`src/rtl/adder_sum_stage_pkg.sv`:
```
// ---------------------------------------------------------------------------
// adder_sum_stage_pkg : shared widths, result-word flag layout, skid states
// Revision: 1.0
// ---------------------------------------------------------------------------
`default_nettype none

package adder_sum_stage_pkg;

  localparam int LEN_DATA  = 32;

  // Flag positions inside the 4-bit flag field placed directly above the sum
  localparam int FLAG_N    = 0;
  localparam int FLAG_Z    = 1;
  localparam int FLAG_V    = 2;
  localparam int FLAG_C    = 3;
  localparam int NUM_FLAGS = 4;

  typedef enum logic [1:0] {
    ST_EMPTY = 2'd0,
    ST_ONE   = 2'd1,
    ST_FULL  = 2'd2
  } skid_state_t;

endpackage

`default_nettype wire

```
`src/rtl/adder_skid_buf.sv`:
```
// ---------------------------------------------------------------------------
// adder_skid_buf : 2-entry valid/ready skid buffer with registered ready
// Revision: 1.0
// ---------------------------------------------------------------------------
`default_nettype none

module adder_skid_buf
  import adder_sum_stage_pkg::*;
#(
  parameter int W = 36
) (
  input  logic         clk,
  input  logic         rst,
  input  logic         in_valid,
  output logic         in_ready,
  input  logic [W-1:0] in_data,
  output logic         out_valid,
  input  logic         out_ready,
  output logic [W-1:0] out_data
);

  skid_state_t  r_state;
  logic         r_in_ready;
  logic         r_out_valid;
  logic [W-1:0] r_out_data;
  logic [W-1:0] r_skid_data;

  logic         w_accept;
  logic         w_drain;

  assign w_accept = in_valid & r_in_ready;
  assign w_drain  = r_out_valid & out_ready;

  always_ff @(posedge clk) begin
    if (rst) begin
      r_state     <= ST_EMPTY;
      r_in_ready  <= 1'b1;
      r_out_valid <= 1'b0;
      r_out_data  <= '0;
      r_skid_data <= '0;
    end else begin
      case (r_state)
        ST_EMPTY: begin
          if (w_accept) begin
            r_out_data  <= in_data;
            r_out_valid <= 1'b1;
            r_state     <= ST_ONE;
          end
        end
        ST_ONE: begin
          if (w_accept && !w_drain) begin
            r_skid_data <= in_data;
            r_in_ready  <= 1'b0;
            r_state     <= ST_FULL;
          end else if (!w_accept && w_drain) begin
            r_out_valid <= 1'b0;
            r_state     <= ST_EMPTY;
          end else if (w_accept && w_drain) begin
            r_out_data  <= in_data;
          end
        end
        ST_FULL: begin
          // in_ready is low here, so only a drain can change anything
          if (w_drain) begin
            r_out_data  <= r_skid_data;
            r_in_ready  <= 1'b1;
            r_state     <= ST_ONE;
          end
        end
        default: begin
          r_state     <= ST_EMPTY;
          r_in_ready  <= 1'b1;
          r_out_valid <= 1'b0;
        end
      endcase
    end
  end

  assign in_ready  = r_in_ready;
  assign out_valid = r_out_valid;
  assign out_data  = r_out_data;

endmodule

`default_nettype wire

```
`src/rtl/adder_sum_stage.sv`:
```
// ---------------------------------------------------------------------------
// adder_sum_stage : prefix-adder final stage (carries, sum, flags) + skid buffer
// Revision: 1.0
// ---------------------------------------------------------------------------
`default_nettype none

module adder_sum_stage
  import adder_sum_stage_pkg::*;
#(
  parameter int LEN = LEN_DATA
) (
  input  logic           clk,
  input  logic           rst,
  input  logic           in_valid,
  output logic           in_ready,
  input  logic [LEN-1:0] generate_in,
  input  logic [LEN-1:0] propogate_in,
  input  logic [LEN-1:0] half_sum_in,
  input  logic           carry_in,
  output logic           out_valid,
  input  logic           out_ready,
  output logic [LEN-1:0] sum_out,
  output logic           carry_out,
  output logic           overflow_out,
  output logic           zero_out,
  output logic           negative_out
);

  localparam int W = LEN + NUM_FLAGS;

  logic [LEN:0]   w_carry;
  logic [LEN-1:0] w_sum;
  logic [W-1:0]   w_result;
  logic [W-1:0]   w_out_word;

  // Group G/P already span bits [i:0], so each carry needs only the carry-in term
  assign w_carry = {generate_in | (propogate_in & {LEN{carry_in}}), carry_in};
  assign w_sum   = half_sum_in ^ w_carry[LEN-1:0];

  always_comb begin
    w_result                = '0;
    w_result[LEN-1:0]       = w_sum;
    w_result[LEN + FLAG_C]  = w_carry[LEN];
    w_result[LEN + FLAG_V]  = w_carry[LEN] ^ w_carry[LEN-1];
    w_result[LEN + FLAG_Z]  = ~|w_sum;
    w_result[LEN + FLAG_N]  = w_sum[LEN-1];
  end

  adder_skid_buf #(
    .W (W)
  ) u_skid (
    .clk       (clk),
    .rst       (rst),
    .in_valid  (in_valid),
    .in_ready  (in_ready),
    .in_data   (w_result),
    .out_valid (out_valid),
    .out_ready (out_ready),
    .out_data  (w_out_word)
  );

  assign sum_out      = w_out_word[LEN-1:0];
  assign carry_out    = w_out_word[LEN + FLAG_C];
  assign overflow_out = w_out_word[LEN + FLAG_V];
  assign zero_out     = w_out_word[LEN + FLAG_Z];
  assign negative_out = w_out_word[LEN + FLAG_N];

endmodule

`default_nettype wire
```
`config.mk`:
```
export PLATFORM = sky130hd
export DESIGN_NAME = adder_sum_stage
export DESIGN_NICKNAME = d
export VERILOG_FILES = /design/src/rtl/adder_sum_stage_pkg.sv /design/src/rtl/adder_skid_buf.sv /design/src/rtl/adder_sum_stage.sv
export SDC_FILE = /design/constraint.sdc
export NUM_CORES = 1
export LEC_CHECK = 0
export ABC_CLOCK_PERIOD_IN_PS = 2600
export BUFFER_PORTS_ARGS = -buffer_cell sky130_fd_sc_hd__buf_2
export CORE_ASPECT_RATIO = 0.8
export CORE_MARGIN = 2
export CORE_UTILIZATION = 50
export DETAILED_ROUTE_END_ITERATION = 6
export GPL_TIMING_DRIVEN = 0
export HOLD_SLACK_MARGIN = 0.06
export PLACE_DENSITY = 0.79
export SYNTH_ARGS = -nofsm -noshare
export SYNTH_HDL_FRONTEND = slang
export SYNTH_HIERARCHICAL = 1
export SYNTH_SLANG_ARGS = --single-unit
```
`constraint.sdc`:
```
create_clock -name clk -period 2.6 [get_ports clk]
set_clock_uncertainty 0.1 [all_clocks]
set_input_delay 0.52 -clock clk [delete_from_list [all_inputs] [get_ports clk]]
set_output_delay 0.52 -clock clk [all_outputs]
set_load 0.02 [all_outputs]
```
**Yosys cells after proc, flatten, opt, wreduce, memory -nomap -nowiden**

Cells that the tools add are included.

- Register bits after elaboration: 76
- Input port bits: 101
- Output and inout port bits: 38
- Word-level logic and storage cells: 55

- Bitwise logic cells: 8
- Eq/ne operators: 10
- Multiplexer cells: 18
- Reductions and logical operators: 14

Operator list:

| kind | number |
|---|---|
| 2-to-1 mux 36 bit | 5 |
| one-hot mux 36 bit (3 select lines) | 1 |
| bitwise AND 32 bit | 1 |
| OR 32 bit | 1 |
| OR reduction 32 bit | 1 |
| bitwise XOR 32 bit | 1 |
| inequality test 2 x 1 -> 1 bit (second input constant) | 5 |
| 2-to-1 mux 2 bit | 4 |
| one-hot mux 1 bit (3 select lines) | 2 |
| one-hot mux 2 bit (3 select lines) | 1 |
| AND reduction 3 bit | 2 |
| AND reduction 6 bit | 1 |
| 2-to-1 mux 1 bit | 5 |
| inequality test 2 bit (second input constant) | 2 |
| AND reduction 4 bit | 1 |
| logical AND 1 bit | 3 |
| zero test 1 bit | 3 |
| inequality test 3 x 1 -> 1 bit (second input constant) | 1 |
| nonzero test 3 bit | 1 |
| bitwise AND 1 bit | 2 |
| == test 2 x 1 -> 1 bit (second input constant) | 1 |
| == test 2 bit (second input constant) | 1 |
| zero test 2 bit | 1 |
| NOT 1 bit | 2 |
| other kinds (2) | 2 |

**Longest topological paths before layout**

- Depth after elaboration: 9
- Depth in mapped cells: 10
- Depth with buffers taken out: 7

**By module**

Netlist, hierarchy kept.

Modules (own cells, without submodules):

| module | area each (sq um) | times used | cells each | sequential area each (sq um) |
|---|---|---|---|---|
| adder_skid_buf | 3,290.7 | 1 | 352 | 1,521.5 |
| adder_sum_stage | 616.8 | 1 | 80 | 0.0 |

**Worst setup path after synthesis**

No wires, ideal clock.

- Path type: input to register
- From: input in_valid
- To: register u_skid.r_out_data[10] (netlist: u_skid/out_data[10])
- Buffers on the path: 3
- Arrival: 1.888 ns
- Stages on the path: 10
- Data required time: 2.419 ns
- Setup slack: 0.531 ns
- Setup time: 0.081 ns
- Cell sequence: nand2_1 > inv_1 > ha_1 > nor2_1 > and3_1 > buf_6 > or2_1 > buf_6 > buf_6 > a211oi_2

- Longest elaborated chain between the ends: 5
- Elaborated cells between the ends (all ways): 10
- Classes of those cells: eq/ne (4); bitwise (1); reduce/logical (5)

RTL lines:

| item | line | source |
|---|---|---|
| start, declared | adder_sum_stage.sv:14 | `input logic in_valid,` |
| bitwise AND 1 bit (*) | adder_skid_buf.sv:31 | `assign w_accept = in_valid & r_in_ready;` |
| zero test 1 bit | adder_skid_buf.sv:55 | `end else if (!w_accept && w_drain) begin` |
| logical AND 1 bit | adder_skid_buf.sv:55 |  |
| inequality test 2 bit (no line) | -- |  |
| AND reduction 6 bit (no line) (*) | -- |  |
| end signal, assigned | adder_skid_buf.sv:45 | `r_out_data <= in_data;` |
| end signal, assigned | adder_skid_buf.sv:59 | `r_out_data <= in_data;` |
| end signal, assigned | adder_skid_buf.sv:65 | `r_out_data <= r_skid_data;` |
| end, declared | adder_skid_buf.sv:25 | `logic [W-1:0] r_out_data;` |

Mark *: on every way between the ends. The rest lies on a longest branch, timed or not.
A chain may end at the register's enable or synchronous reset.

**Worst setup path after layout**

- From: register u_skid.r_in_ready (netlist: u_skid/in_ready)
- To: register u_skid.r_out_data[9] (netlist: u_skid/out_data[9])

- Longest elaborated chain between the ends: 5
- Elaborated cells between the ends (all ways): 10
- Classes of those cells: eq/ne (4); bitwise (1); reduce/logical (5)

RTL lines:

| item | line | source |
|---|---|---|
| start, declared | adder_skid_buf.sv:23 | `logic r_in_ready;` |
| start signal, assigned | adder_skid_buf.sv:37 | `r_in_ready <= 1'b1;` |
| start signal, assigned | adder_skid_buf.sv:53 | `r_in_ready <= 1'b0;` |
| start signal, assigned | adder_skid_buf.sv:66 | `r_in_ready <= 1'b1;` |
| bitwise AND 1 bit (*) | adder_skid_buf.sv:31 |  |
| zero test 1 bit | adder_skid_buf.sv:55 |  |
| logical AND 1 bit | adder_skid_buf.sv:55 |  |
| inequality test 2 bit (no line) | -- |  |
| AND reduction 6 bit (no line) (*) | -- |  |

Marked as above.

==> run metrics <==
minimum clock period 2.19 ns; Data arrival, critical path between 2 and 2.5 ns; effective utilization at floorplan 0.521; Die Y-Extent ~83 um; final hold viol count 0; Nets between 600 and 700; Reg-to-Reg End u_skid/out_data[9]$_SDFFE_PP0P_; RSZ-0062 raised after global routing no; Buffers on Ports roughly 140; metal3 WL around 720 um; reg2reg path depth 9; Die Span X slightly above 100 um; Placed Area around 4700 sq um; DR WL/cell about 16 um; vias in the first global route 3463; relative slew slack 0.486; Post-CTS Setup Repair Bufs 0; I/O pins between 100 and 150; DRC 0; largest net degree at the start of global routing 12; Tcrit/Tclk final 0.843; CTS Buffer Depth 2; crit path launch type register; final setup vio count 0; total global-route track usage 0.254; cts bufs inserted 9; FP Rows 28; metal2 WL a little over 5 mm; Max Used Layer met4; min-delay worst type register to register; Root Driver clkbuf_8; Static Leak ~2.2 nW; post-detailed-route count of antenna-violating nets 0; fin. max-slew vios 0; via/cell ratio about 5.4; CTS clk-pin slew, worst paths 0.08 ns; worst min-delay path endpoint u_skid/r_skid_data[18]$_SDFFE_PP0P_; first-pass GRT wire length between 15 and 20 mm; CTS tree yes; fin area between 4000 and 5000 sq um; # diodes 0; total global routing overflow 0; R2R Path Start u_skid/in_ready$_SDFFE_PP1P_; flop-to-flop setup slack between 0.4 and 0.5 ns; Synth Register Bits 76; total core area 7500 sq um; crit end category register; Die ar. about 8500 sq um; Mean Syn Cell Area just over 9 sq um; antenna violations before repair 0; Worst-Margin Slew slightly below 0.8 ns; Worst Path Max Fanout 10; Resize count post-CTS 0; M1 WL between 4 and 5 mm; power density over the cells between 500 and 600 nW/um^2; worst skew pair latency between 0.3 and 0.4 ns; Syn Std Cell Area between 3000 and 4000 sq um; DR vias 3722; setup_tns 0 ns; CP Class register to register; Post-DP HPWL a little over 8 mm; hold depth 2; Pre-Repair DR Iteration Count 5; Max-cap violations 0; Syn. warnings 6; area grow syn2layout 24.6%; Worst EP required approximately 2.8 ns; status completed; CTS Hold Buffers Added 0; layout cells sized above 1 0.360; sequential share of the synthesized area 0.389; net count after synthesis around 540; count of cell types in the netlist 32; initial drt markers roughly 200; maximum vdd drop approximately 0.00029 V; fmax between 400 and 500 MHz; H-tree depth 3; DRT Wirelength about 11 mm; hold wc startpoint u_skid/r_skid_data[18]$_SDFFE_PP0P_; Synth Instances 432; clock sinks 76; Placer Congestion 0.822
[critical path, cell delays in order, from the launching register on]
cell      delay, ns
dfxtp_1        0.32
nand2_1        0.15
inv_1          0.09
ha_1           0.25
nor2_1         0.09
and3_1         0.18
buf_6          0.15
clkbuf_1       0.42
nor3_1         0.12
a211oi_2       0.23
[Yosys cell counts (all sizes together)]
cell / count / area share
a211oi: 36 / 0.11
a21o: 1 / 0.0019
a21oi: 70 / 0.10
a2bb2oi: 1 / 0.0022
and2: 1 / 0.0016
and3: 1 / 0.0016
buf: 18 / 0.041
clkbuf: 17 / 0.016
dfxtp: 76 / 0.39
ha: 3 / 0.0096
inv: 2 / 0.0019
mux2i: 36 / 0.092
nand2: 75 / 0.072
nand2b: 3 / 0.0048
nand3b: 1 / 0.0019
nand4: 2 / 0.0032
nor2: 5 / 0.0048
nor2b: 1 / 0.0016
nor3: 36 / 0.046
nor3b: 1 / 0.0019
nor4: 8 / 0.013
o21bai: 2 / 0.0038
o22ai: 1 / 0.0032
or2: 2 / 0.0032
xnor2: 32 / 0.072
xor2: 1 / 0.0022
[metal layers]
layer / up-vias / track usage
met5: - / 0
met4: 0 / 0.0526
met3: 11 / 0.0556
met2: 153 / 0.428
met1: 1747 / 0.333
li1: 1811 / -
[cell usage in the layout, fill, tap and decap left out, drive strengths merged, types with 3 or more instances in the layout]
master	count
buf	154
nor4	8
a211oi	36
nor2	5
mux2i	36
nand2	75
nor3	36
clkinv	3
ha	3
xnor2	32
clkbuf	29
dfxtp	76
a21oi	70
nand2b	3
[how the worst max path moves through the flow]
stage | startpoint | endpoint | slack (ns) | cells past startpoint
2_1_floorplan | in_valid | u_skid/out_data[10]$_SDFFE_PP0P_ | 0.53 | 10
3_3_place_gp | in_valid | u_skid/out_data[8]$_SDFFE_PP0P_ | 0.24 | 10
3_5_place_dp | in_valid | u_skid/out_data[9]$_SDFFE_PP0P_ | 0.14 | 10
4_1_cts | u_skid/in_ready$_SDFFE_PP1P_ | u_skid/out_data[9]$_SDFFE_PP0P_ | 0.42 | 9
5_1_grt | u_skid/in_ready$_SDFFE_PP1P_ | u_skid/out_data[8]$_SDFFE_PP0P_ | 0.28 | 9
6_report | u_skid/in_ready$_SDFFE_PP1P_ | u_skid/out_data[9]$_SDFFE_PP0P_ | 0.41 | 9
[cells by family (layout without fill, tap and decap cells)]
kind of cell    Yosys count  count (layout)  share of synthesized area
buf+inv                  37             188                     0.0592
compound gates          111             111                      0.220
fa+ha+maj                 3               3                    0.00961
simple gates            136             136                      0.156
flops                    76              76                      0.389
xor+xnor                 33              33                     0.0740
mux                      36              36                     0.0922
[sequential cells by signal (all words and copies together) (netlist names)]
signal	count
u_skid/in_ready	1
u_skid/out_data	36
u_skid/out_valid	1
u_skid/r_skid_data	36
u_skid/r_state	2
[cell type report]
cell class              instances  area, sq um
clock inverters                 3         15.0
fillers                       668         2630
plain buffers                  35          224
inverters                       2         7.51
flip-flops and latches         76         1520
multi-input cells             319         2150
well taps                     105          131
clock buffers                  12          135
repair buffers                136          681
[power breakdown]
part,internal (W),total (W),switching [W]
Combinational,0.000342,0.000846,0.000504
Clock,0.000338,0.000741,0.000403
Sequential,0.00127,0.00133,0.0000566
Total,0.00195,0.00291,0.000964
[stage by stage]
step	hold slack [ns]	utilization	cells	total power (W)	worst slack, ns
floorplan	0.336	-	432	0.00191	0.531
global placement	0.341	0.630	673	0.00216	0.239
detailed placement	0.346	0.630	673	0.00219	0.137
CTS	0.356	0.650	688	0.00293	0.422
global route	0.368	0.650	688	0.00305	0.284
finish	0.358	0.650	688	0.00291	0.408
Power figures use the tool's default switching activity.
